File: src/rtl/sfifo_pkg.sv
`default_nettype none
// ============================================================================
// Module      : sfifo_pkg
// Description : Shared constants, types and helpers for the programmable
//               synchronous FIFO (sfifo_prog) and its read-delay pipe.
// Revision    : 1.0 - initial release
// ============================================================================
package sfifo_pkg;

    // Upper bound on extra read-data register stages
    localparam int SFIFO_DLY_MAX = 4;

    // Operating mode, used for reporting only
    typedef enum logic [0:0] {
        STD  = 1'b0,
        FWFT = 1'b1
    } sfifo_mode_e;

    // Address width that never collapses to zero for tiny depths
    function automatic int sfifo_clog2(input int value);
        return (value <= 2) ? 1 : $clog2(value);
    endfunction

endpackage
`default_nettype wire

File: src/rtl/sfifo_dly_pipe.sv
`default_nettype none
// ============================================================================
// Module      : sfifo_dly_pipe
// Description : Read-data / valid delay line. One fixed output register plus
//               DLY extra stages. Data only advances alongside a valid, so the
//               output holds its last value while valid is low. Flush clears
//               every valid stage.
// Revision    : 1.0 - initial release
// ============================================================================
module sfifo_dly_pipe #(
    parameter int DATA_W = 32,
    parameter int DLY    = 0
) (
    input  logic              clk,
    input  logic              rstn,
    input  logic              i_flush,
    input  logic              i_vld,
    input  logic [DATA_W-1:0] i_data,
    output logic              o_vld,
    output logic [DATA_W-1:0] o_data
);

    logic [DLY:0]      r_vld;
    logic [DATA_W-1:0] r_data [DLY+1];

    // Shift valid/data down the chain; flush kills all in-flight valids
    always_ff @(posedge clk or negedge rstn) begin
        if (!rstn) begin
            r_vld <= '0;
            for (int i = 0; i <= DLY; i++) begin
                r_data[i] <= '0;
            end
        end else begin
            r_vld[0] <= i_vld & ~i_flush;
            if (i_vld && !i_flush) begin
                r_data[0] <= i_data;
            end
            for (int i = 1; i <= DLY; i++) begin
                r_vld[i] <= r_vld[i-1] & ~i_flush;
                if (r_vld[i-1] && !i_flush) begin
                    r_data[i] <= r_data[i-1];
                end
            end
        end
    end

    assign o_vld  = r_vld[DLY];
    assign o_data = r_data[DLY];

endmodule
`default_nettype wire

File: src/rtl/sfifo_prog.sv
`default_nettype none
// ============================================================================
// Module      : sfifo_prog
// Description : Synchronous FIFO with arbitrary depth (>= 2), configurable
//               read latency with valid strobe, programmable almost-full /
//               almost-empty thresholds, overflow/underflow pulses and flush.
//               Optional macro SFIFO_FWFT_EN selects first-word fall-through
//               (head word shown whenever not empty, FIFO_DLY ignored).
// Revision    : 1.0 - initial release
// ============================================================================
module sfifo_prog
    import sfifo_pkg::*;
#(
    parameter int FIFO_D   = 12,
    parameter int FIFO_W   = 32,
    parameter int FIFO_DLY = 0,
    parameter int FIFO_ADR = sfifo_clog2(FIFO_D)
) (
    input  logic                clk,
    input  logic                rstn,
    input  logic                fifo_we,
    input  logic [FIFO_W-1:0]   fifo_wd,
    output logic                fifo_full,
    output logic                fifo_afull,
    output logic                fifo_ovf,
    input  logic                fifo_re,
    output logic [FIFO_W-1:0]   fifo_rd,
    output logic                fifo_rvld,
    output logic                fifo_empt,
    output logic                fifo_aempt,
    output logic                fifo_udf,
    output logic [FIFO_ADR:0]   fifo_len,
    input  logic                fifo_fsh,
    input  logic [FIFO_ADR:0]   cfg_afull_th,
    input  logic [FIFO_ADR:0]   cfg_aempt_th
);

    localparam logic [FIFO_ADR:0]   c_len_full = (FIFO_ADR+1)'(FIFO_D);
    localparam logic [FIFO_ADR:0]   c_len_one  = (FIFO_ADR+1)'(1);
    localparam logic [FIFO_ADR-1:0] c_ptr_last = FIFO_ADR'(FIFO_D - 1);
    localparam logic [FIFO_ADR-1:0] c_ptr_one  = FIFO_ADR'(1);
    localparam int c_dly_eff = (FIFO_DLY > SFIFO_DLY_MAX) ? SFIFO_DLY_MAX : FIFO_DLY;

    logic [FIFO_W-1:0]   r_mem [FIFO_D];
    logic [FIFO_ADR-1:0] r_wptr;
    logic [FIFO_ADR-1:0] r_rptr;
    logic [FIFO_ADR:0]   r_len;
    logic [FIFO_ADR:0]   r_afull_th;
    logic [FIFO_ADR:0]   r_aempt_th;
    logic                r_ovf;
    logic                r_udf;

    logic                w_full;
    logic                w_empt;
    logic                w_push;
    logic                w_pop;
    logic                w_ovf;
    logic                w_udf;
    logic [FIFO_ADR-1:0] w_wptr_nxt;
    logic [FIFO_ADR-1:0] w_rptr_nxt;

    // Status decoded purely from registered state
    assign w_full = (r_len == c_len_full);
    assign w_empt = (r_len == '0);

    // Acceptance: flush masks everything; a pop frees room for a push when full
    assign w_pop  = fifo_re && !w_empt && !fifo_fsh;
    assign w_push = fifo_we && (!w_full || w_pop) && !fifo_fsh;
    assign w_ovf  = fifo_we && !w_push && !fifo_fsh;
    assign w_udf  = fifo_re && w_empt && !fifo_fsh;

    // Modulo-depth pointer increment
    assign w_wptr_nxt = (r_wptr == c_ptr_last) ? '0 : r_wptr + c_ptr_one;
    assign w_rptr_nxt = (r_rptr == c_ptr_last) ? '0 : r_rptr + c_ptr_one;

    // Storage array; contents need no reset since len gates visibility
    always_ff @(posedge clk) begin
        if (w_push) begin
            r_mem[r_wptr] <= fifo_wd;
        end
    end

    // Pointers, occupancy, error pulses and threshold capture
    always_ff @(posedge clk or negedge rstn) begin
        if (!rstn) begin
            r_wptr     <= '0;
            r_rptr     <= '0;
            r_len      <= '0;
            r_ovf      <= 1'b0;
            r_udf      <= 1'b0;
            r_afull_th <= '0;
            r_aempt_th <= '0;
        end else begin
            r_ovf      <= w_ovf;
            r_udf      <= w_udf;
            r_afull_th <= cfg_afull_th;
            r_aempt_th <= cfg_aempt_th;
            if (fifo_fsh) begin
                r_wptr <= '0;
                r_rptr <= '0;
                r_len  <= '0;
            end else begin
                if (w_push) begin
                    r_wptr <= w_wptr_nxt;
                end
                if (w_pop) begin
                    r_rptr <= w_rptr_nxt;
                end
                if (w_push && !w_pop) begin
                    r_len <= r_len + c_len_one;
                end else if (w_pop && !w_push) begin
                    r_len <= r_len - c_len_one;
                end
            end
        end
    end

    assign fifo_full  = w_full;
    assign fifo_empt  = w_empt;
    assign fifo_afull = (r_afull_th != '0) && (r_len >= r_afull_th);
    assign fifo_aempt = (r_len <= r_aempt_th);
    assign fifo_ovf   = r_ovf;
    assign fifo_udf   = r_udf;
    assign fifo_len   = r_len;

`ifdef SFIFO_FWFT_EN
    // Head word is presented directly; zero while empty keeps reset state clean
    assign fifo_rd   = w_empt ? '0 : r_mem[r_rptr];
    assign fifo_rvld = !w_empt;
`else
    logic              r_rd_vld;
    logic [FIFO_W-1:0] r_rd_data;

    // Array read register: captures the head word on the accepting edge
    always_ff @(posedge clk or negedge rstn) begin
        if (!rstn) begin
            r_rd_vld  <= 1'b0;
            r_rd_data <= '0;
        end else begin
            r_rd_vld <= w_pop;
            if (w_pop) begin
                r_rd_data <= r_mem[r_rptr];
            end
        end
    end

    sfifo_dly_pipe #(
        .DATA_W (FIFO_W),
        .DLY    (c_dly_eff)
    ) u_dly_pipe (
        .clk     (clk),
        .rstn    (rstn),
        .i_flush (fifo_fsh),
        .i_vld   (r_rd_vld),
        .i_data  (r_rd_data),
        .o_vld   (fifo_rvld),
        .o_data  (fifo_rd)
    );
`endif

endmodule
`default_nettype wire
File: config.mk
export PLATFORM = sky130hd
export DESIGN_NAME = sfifo_prog
export DESIGN_NICKNAME = d
export VERILOG_FILES = /design/src/rtl/sfifo_pkg.sv /design/src/rtl/sfifo_dly_pipe.sv /design/src/rtl/sfifo_prog.sv
export SDC_FILE = /design/constraint.sdc
export NUM_CORES = 1
export LEC_CHECK = 0
export CORE_ASPECT_RATIO = 0.75
export CORE_MARGIN = 1.5
export CORE_UTILIZATION = 45
export DETAILED_ROUTE_END_ITERATION = 7
export GPL_ROUTABILITY_DRIVEN = 1
export PLACE_DENSITY = 0.59
export SLEW_MARGIN = 30
export SYNTH_ARGS = -nofsm -noshare
export SYNTH_HDL_FRONTEND = slang
export SYNTH_SLANG_ARGS = --single-unit
File: constraint.sdc
create_clock -name clk -period 3.6 [get_ports clk]
set_input_delay 1.08 -clock clk [delete_from_list [all_inputs] [get_ports clk]]
set_output_delay 1.08 -clock clk [all_outputs]
set_load 0.01 [all_outputs]
======== Word level (Yosys, flattened, before mapping) ========
Memories as Yosys holds them, arrays and structs flattened. A register that Yosys moved wholly into a read port is not among the register bits.
Cells that the tools add are included.
Widths: inputs -> output; s select.
word-level totals
  memories ................................ 1
  RAM bits ................................ 384
  word-level logic and storage cells ...... 57
  output and inout port bits .............. 44
  flip-flop bits (word level) ............. 59
memory list
  memory  depth  bits a word  rd ports  clocked after Yosys merged registers in  write ports  RTL line          source
  r_mem   12     32           1         1                                        1            sfifo_prog.sv:44  logic [FIFO_W-1:0] r_mem [FIFO_D];
cells by class
  reduce and logical (&&, ||, !) cells .... 24
  magnitude comparators ................... 2
  eq/ne operators ......................... 3
  add/subtract/negate cells ............... 4
  muxes and demuxes ....................... 11
  bitwise logic cells ..................... 2
operator list
  kind                 number
  $mux 4               6
  $mux 5               3
  $logic_and 1x1->1    12
  $add 4x1->4 const B  2
  $eq 4x4->1 const B   2
  $logic_not 1->1      6
  $add 5x1->5 const B  1
  $eq 5x4->1 const B   1
  $ge 5x5->1           1
  $le 5x5->1           1
  $logic_not 5->1      1
  $reduce_bool 5->1    1
  $sub 5x1->5 const B  1
  $reduce_bool 2->1    2
  $reduce_bool 3->1    1
  $mux 1               2
  $and 1x1->1          1
  $logic_or 1x1->1     1
  $not 1->1            1

======== Logic depth before layout (Yosys ltp) ========
Gate-level depths: netlist of run 1.
  depth in word-level cells ............... 12
  mapped depth ............................ 11

======== Cells and area by module ========
A second synthesis of run 1 with hierarchy kept.
unflattened totals
  cell total of the unflattened synthesis .. 953
  area, all modules ....................... 18,579.1 sq um
by module, submodules not included
  module          area an instance (sq um)  times used  cells an instance
  sfifo_prog      17,199.0                  1           883
  sfifo_dly_pipe  1,380.1                   1           70

======== Least setup slack after synthesis of run 1 ========
OpenSTA, ideal clock, no wires.
  path type ............................... input port to flip-flop
  from .................................... input port fifo_fsh
  to ...................................... memory r_mem[4][0], enable pin
  arrival time ............................ 2,611 ps
  setup slack ............................. 597 ps
  stages .................................. 5
  required time ........................... 3,208 ps
  buffers on the path ..................... 1
  cell sequence ........................... inv_1 -> o311a_1 -> buf_2 -> nor3b_1 -> and2_1
on the way
  longest elaborated chain between the ends .. 7
RTL lines
  item                            RTL line                            source
  start, declared                 sfifo_prog.sv:33                    input logic fifo_fsh,
  $logic_not 1->1 *               sfifo_prog.sv:67, sfifo_prog.sv:68
  $logic_and 1x1->1               sfifo_prog.sv:67                    assign w_pop = fifo_re && !w_empt && !fifo_fsh;
  $logic_or 1x1->1                sfifo_prog.sv:68                    assign w_push = fifo_we && (!w_full || w_pop) && !fifo_fsh;
  $logic_and 1x1->1               sfifo_prog.sv:68
  $logic_and 1x1->1 *             sfifo_prog.sv:68
  $mux 1 *                        sfifo_prog.sv:78                    if (w_push) begin
  $mux 1 (not written as such) *  sfifo_prog.sv:79                    r_mem[r_wptr] <= fifo_wd;
  end, declared                   sfifo_prog.sv:44
Mark *: on every way between the ends. The rest lies on a longest branch, timed or not.

======== Worst setup path after layout of run 1 ========
  from .................................... register r_len[0], in the netlist fifo_len[0]
  to ...................................... output port fifo_empt
on the way
  longest elaborated chain between the ends .. 1
RTL lines
  item                    RTL line           source
  start, declared         sfifo_prog.sv:47   logic [FIFO_ADR:0] r_len;
  start signal, assigned  sfifo_prog.sv:110  r_len <= r_len + c_len_one;
  start signal, assigned  sfifo_prog.sv:112  r_len <= r_len - c_len_one;
  $logic_not 5->1         sfifo_prog.sv:64   assign w_empt = (r_len == '0);
  end, declared           sfifo_prog.sv:29   output logic fifo_empt,
Every way passes these cells.

==> flow_metrics.env, run 1 <==
export IMPL_worstRegToRegCells=10
export IMPL_grt_max_degree=52
export IMPL_cts_root_buf="clkbuf_16"
export IMPL_synth_area_sq_um=18400
export IMPL_finalHoldViolCount=0
export IMPL_synth_cell_type_count=46
export IMPL_clock_skew_ns=0.0170
export IMPL_postRouteAntennaNets=0
export IMPL_worst_path_buf_inv=2
export IMPL_drc=0
export IMPL_crit_chain="buf_4 > or3_1 > nor3_2 > clkdlybuf4s50_1"
export IMPL_globalplace_congestion=0.741
export IMPL_power_density_nw_per_um2=647
export IMPL_cts_tree="done"
export IMPL_setup_viol=0
export IMPL_synth_compound_area_share_pct=3.05
export IMPL_synthToLayoutAreaGrowth_pct=18.5
export IMPL_antenna_cells=0
export IMPL_grt_pass1_vias=9334
export IMPL_port_buffers=90
export IMPL_drtPass1Iterations=4
export IMPL_finalCoreUtilization_pct=54.6
export IMPL_critPathMaxFanout=7
export IMPL_drt_wl_total_um=36600
export IMPL_clk_latency_ns=0.56
export IMPL_slew_viol_final=0
export IMPL_yosys_area_top_type="edfxtp_1"
export IMPL_placementRows=63
export IMPL_worst_r2r_endpoint="fifo_len[4]"
export IMPL_nNetsFinal=1154
export IMPL_drtIter0Drc=519
export IMPL_syn_area_per_cell_sq_um=19.3
export IMPL_synth_xor_area_share_pct=0.143
export IMPL_initial_utilization_pct=46.1
export IMPL_synthFlopType="edfxtp_1"
export IMPL_synthTopCellsByCount="edfxtp_1 (384), mux4_2 (96), dfrtp_1 (91), nor2_1 (47), nand2_1 (46)"
export IMPL_syn_nets=1020
export IMPL_ys_seq_elements=475
export IMPL_drt_wirelength_per_cell_um=22.3
export IMPL_reg2reg_slack_ns=0.52
export IMPL_synth_seq_area_share_pct=75.0
export IMPL_hpwl_um=21700
export IMPL_clock_fmax_ghz=0.289
export IMPL_die_area_sq_um=42100
export IMPL_cp_end_kind="primary output"
export IMPL_overflow=0
export IMPL_synth_top_area_share_pct=62.7
export IMPL_crit_path_max_incr_delay_ns=0.57
export IMPL_finalPower_mw=14.1
export IMPL_hold_path_class="flop to flop"
export IMPL_cp_data_arrival_time_ns=2.38
export IMPL_synth_edf_count=384
export IMPL_drive_gt1_share_pct=23.4
export IMPL_muxShareOfSynthArea_pct=15.7
export IMPL_fin_cells=1643
export IMPL_synth_area_leaders="edfxtp_1 (63%), dfrtp_1 (12%), mux4_2 (12%), mux2i_1 (2.0%), mux2_2 (2.0%)"
export IMPL_grt_pass1_wl_um=57000
export IMPL_cts_htree_levels=2
export IMPL_die_h_um=178
export IMPL_hold_buffers=0
export IMPL_cp_start_kind="flop"
export IMPL_synth_most_common_cell="edfxtp_1"
export IMPL_antenna_found_initial=1
export IMPL_cts_sinks=475
export IMPL_design_core_area_sq_um=39900
export IMPL_period_share_pct=96.0
export IMPL_finalSetupTns_ns=0
export IMPL_synthAdderAreaFrac_pct=1.40
export IMPL_cts_buffers=46
export IMPL_status="complete, no violations"
export IMPL_ir_drop_mv=0.401
export IMPL_avgViaCountPerCell=5.42
export IMPL_ys_warn_count=0
export IMPL_slowest_stage="clkdlybuf4s50_1"
export IMPL_p_leak_nw=7.38
export IMPL_timing_max_cap_violations=0
export IMPL_synthCells=953
export IMPL_relSlewSlack_pct=40.7
export IMPL_yosys_area_share_simple_pct=3.17
export IMPL_synthArstFlopShare_pct=19.2
export IMPL_holdWs_ns=0.480
export IMPL_die_x_um=236
export IMPL_cts_max_path_buffers=3
export IMPL_tightest_slew_ns=0.889
export IMPL_min_period_ns=3.46
export IMPL_placed_cells=1556
export IMPL_timing_rr_start="fifo_len[0]"
export IMPL_vias=8897
export IMPL_grt_util_all_layers_pct=18.1
export IMPL_path_clk_slew_ns=0.06
export IMPL_fill_cells=3116
export IMPL_rsz0062_at_grt="false"
export IMPL_worst_hold_path_num_cells=2
export IMPL_critical_path_class="flop to primary output"
export IMPL_cpLargestDelayFamily="buffers and inverters"
export IMPL_whs_endpoint="r_rd_data[24]"
export IMPL_pin_count=91
export IMPL_crit_required_ns=2.52
export IMPL_synth_top_family_by_area="multiplexers"
export IMPL_min_from="r_rd_data[24]"
==> cell usage in the layout, fill, tap and decap left out, drive strengths merged, types with 32 or more instances in the layout <==
cell	count
mux2	32
mux2i	36
nor2	47
mux4	96
o21ai	37
buf	46
nand2	47
clkdlybuf4s50	88
clkbuf	56
dfrtp	91
edfxtp	384
a21oi	42
==> logic make-up after synthesis <==
family          after synthesis
mux                         164
xor+xnor                      3
buf+inv                      64
simple gates                132
fa+ha+maj                    20
compound gates               95
flops                       475
==> metal layers <==
| layer | share of wire, % | vias to the layer above | global-route usage, % |
|---|---|---|---|
| met3 | 4.5 | 46 | 3.17 |
| li1 | - | 4040 | - |
| met4 | 1.6 | 2 | 4.70 |
| met2 | 47 | 171 | 28.4 |
| met5 | 0.033 | - | 0 |
| met1 | 47 | 4638 | 26.4 |
==> repair_timing <==
| item | CTS | global route |
|---|---|---|
| endpoints found under the setup margin | 2 | 2 |
| gates resized for setup | 2 | 2 |
| setup buffers | 0 | 3 |
| pin swaps | 0 | 0 |
==> worst reg2reg max path, delay by kind of cell, from the launching register on <==
family / cells / cell delay [ns]
and+or+nand+nor: 2 / 0.67
buffers and inverters: 1 / 0.15
adders and majority gates: 1 / 0.43
DFF: 1 / 0.43
AOI/OAI and AO/OA: 6 / 1.28
==> power breakdown <==
part / internal [mW] / switching, mW
Combinational: 1.47 / 1.24
Sequential: 6.37 / 0.293
Clock: 2.73 / 2.00
==> through the flow <==
step                      setup slack, ns  cell area [sq um]
after floorplan                     0.597              18400
after global placement              0.275              20300
after detailed placement            0.206              20300
after CTS                          0.0244              21800
after global routing              0.00648              21800
final                               0.142              21800
==> how the worst max path moves through the flow <==
stage | end | depth (start not counted) | from
6_report | fifo_empt | 4 | fifo_len[0]
5_1_grt | fifo_afull | 8 | fifo_len[0]
4_1_cts | fifo_afull | 8 | fifo_len[0]
3_5_place_dp | fifo_len[4] | 10 | fifo_re
3_3_place_gp | fifo_len[4] | 10 | fifo_re
2_1_floorplan | r_mem[4][0] | 5 | fifo_fsh
==> cell type report <==
class	instances	area, sq um	area share (%)
flip-flops and latches	475	13800	63.4
multi-input cells	414	4350	20.0
repair buffers	135	1450	6.64
clock buffers	56	1200	5.50
well taps	520	651	2.98
clock inverters	28	272	1.25
inverters	15	56.3	0.258
==> registers in the layout (all words and copies together) (netlist names) <==
signal / cells
r_rd_data: 32
r_wptr: 4
r_mem: 384
u_dly_pipe.o_data: 32
r_aempt_th: 5
fifo_ovf: 1
fifo_len: 5
r_rd_vld: 1
r_afull_th: 5
fifo_udf: 1
r_rptr: 4
u_dly_pipe.o_vld: 1
Power figures use the tool's default switching activity.
==> run 2: changes to the inputs <==
- TNS_END_PERCENT: unset -> 30
==> results of run 2 <==
Final layout, timing and power as in run 1 (identical DEF).
==> run 3: changes to the inputs <==
- CAP_MARGIN: unset -> 20
- CTS_CLUSTER_DIAMETER: unset -> 60
- GPL_TIMING_DRIVEN: unset -> 0
==> flow_metrics.env, run 3 (synthesized netlist as in run 1, its figures left out) <==
export IMPL_die_area_sq_um=42100
export IMPL_drt_wirelength_per_cell_um=24.6
export IMPL_drive_gt1_share_pct=22.1
export IMPL_drt_wl_total_um=40600
export IMPL_placed_cells=1566
export IMPL_crit_chain="buf_4 > or3_1 > buf_6 > nor3_1 > clkdlybuf4s50_1"
export IMPL_port_buffers=90
export IMPL_design_core_area_sq_um=39900
export IMPL_antenna_cells=0
export IMPL_slew_viol_final=0
export IMPL_hpwl_um=23600
export IMPL_hold_buffers=0
export IMPL_cpLargestDelayFamily="buffers and inverters"
export IMPL_grt_pass1_wl_um=61000
export IMPL_hold_path_class="input port to asynchronous set/reset pin"
export IMPL_cts_max_path_buffers=3
export IMPL_relSlewSlack_pct=37.4
export IMPL_die_x_um=236
export IMPL_grt_pass1_vias=9607
export IMPL_avgViaCountPerCell=5.49
export IMPL_status="complete, no violations"
export IMPL_postRouteAntennaNets=0
export IMPL_die_h_um=178
export IMPL_timing_rr_start="fifo_len[1]"
export IMPL_fill_cells=3143
export IMPL_multi_input_comb_area_sq_um=4360
export IMPL_holdWs_ns=0.416
export IMPL_nNetsFinal=1163
export IMPL_power_density_nw_per_um2=662
export IMPL_drtIter0Drc=822
export IMPL_cp_end_kind="primary output"
export IMPL_p_leak_nw=7.30
export IMPL_antenna_found_initial=1
export IMPL_layout_common_cells="edfxtp_1 (384), mux4_2 (96), dfrtp_1 (87), clkdlybuf4s50_1 (87), clkbuf_16 (49)"
export IMPL_critical_path_class="flop to primary output"
export IMPL_slowest_stage="clkdlybuf4s50_1"
export IMPL_cp_data_arrival_time_ns=2.40
export IMPL_reg2reg_slack_ns=0.42
export IMPL_startpoint="fifo_len[1]"
export IMPL_rsz0062_at_grt="false"
export IMPL_fin_cells=1654
export IMPL_finalCoreUtilization_pct=54.2
export IMPL_top_register="r_mem"
export IMPL_tightest_slew_ns=0.938
export IMPL_critPathMaxFanout=7
export IMPL_worst_path_buf_inv=3
export IMPL_initial_utilization_pct=46.1
export IMPL_globalplace_congestion=0.756
export IMPL_layout_commonest_cell="edfxtp_1"
export IMPL_cts_htree_levels=2
export IMPL_clk_latency_ns=0.56
export IMPL_crit_required_ns=2.52
export IMPL_timing_max_cap_violations=0
export IMPL_grt_max_degree=57
export IMPL_period_share_pct=96.6
export IMPL_finalSetupTns_ns=0
export IMPL_finalHoldViolCount=0
export IMPL_seq_area_sq_um=13800
export IMPL_path_clk_slew_ns=0.06
export IMPL_ir_drop_mv=0.411
export IMPL_largest_register_ffs=384
export IMPL_dp_worst_setup_slack_ns=-0.404
export IMPL_crit_path_max_incr_delay_ns=0.60
export IMPL_cts_buffers=47
export IMPL_clock_fmax_ghz=0.288
export IMPL_overflow=0
export IMPL_grt_util_all_layers_pct=19.9
export IMPL_drtPass1Iterations=6
export IMPL_vias=9083
export IMPL_placementRows=63
export IMPL_synthToLayoutAreaGrowth_pct=17.4
export IMPL_drc=0
export IMPL_setup_slack_ns=0.123
export IMPL_cts_tree="done"
export IMPL_cts_root_buf="clkbuf_16"
export IMPL_min_period_ns=3.48
export IMPL_clock_skew_ns=0.0113
export IMPL_pin_count=91
export IMPL_setup_viol=0
export IMPL_cp_start_kind="flop"
export IMPL_cts_sinks=475
## run 3: cell types whose count changed in the layout (fill, tap and decap cells not counted), sizes merged, moves of 2 or more
cell	change
clkbuf	+35
inv	-2
bufinv	-3
buf	-15
clkinv	-4
## run 3: per-stage QoR
stage | total power [mW] | instance area [sq um]
after floorplan | 8.45 | 18400
after global placement | 9.55 | 20000
after detailed placement | 9.62 | 20100
after CTS | 14.4 | 21600
after global routing | 14.9 | 21600
final | 14.3 | 21600
## run 3: report_power, final
part           internal [mW]  switching, mW  total (mW)
combinational           1.45           1.37        2.82
clock                   2.78           2.06        4.84
sequential              6.37          0.274        6.64
## run 3: layout make-up
class / instances / area share [%]
sequential: 475 / 63.9
multi-input combinational: 414 / 20.2
clock buffer: 68 / 6.28
timing repair buffer: 94 / 4.49
tap: 520 / 3.01
buffer: 49 / 1.04
clock inverter: 19 / 0.793
inverter: 15 / 0.261
## run 3: timing repair
action                                  4_1_cts  5_1_grt
gates resized for setup                       6        2
setup buffers                                 1        0
endpoints found under the setup margin        2        2
## run 3: worst register-to-register path, delay by kind of cell (launching register included)
kind | cells | cell delay (ns)
and+or+nand+nor | 2 | 0.59
buffers and inverters | 2 | 0.32
AOI/OAI and AO/OA | 6 | 1.29
DFF | 1 | 0.40
adders and majority gates | 1 | 0.47
## run 3: metal layers
metal / up-vias / GRT usage, % / share of wire (%)
met5: - / 0 / 0.042
met4: 2 / 4.57 / 1.8
met3: 55 / 3.10 / 4.2
met2: 194 / 32.3 / 47
met1: 4778 / 28.6 / 47
li1: 4054 / - / -
## run 3: path summary, 6_finish.rpt
| check | depth (start not counted) | end |
|---|---|---|
| worst max-delay path | 5 | fifo_empt |
| worst min-delay path | 1 | r_aempt_th[0] |
| worst max register to register | 11 | fifo_len[4] |
| worst min register to register | 2 | r_rd_data[22] |
| max in group asynchronous | 2 | r_rd_data[8] |
| min in group clk | 2 | r_rd_data[22] |
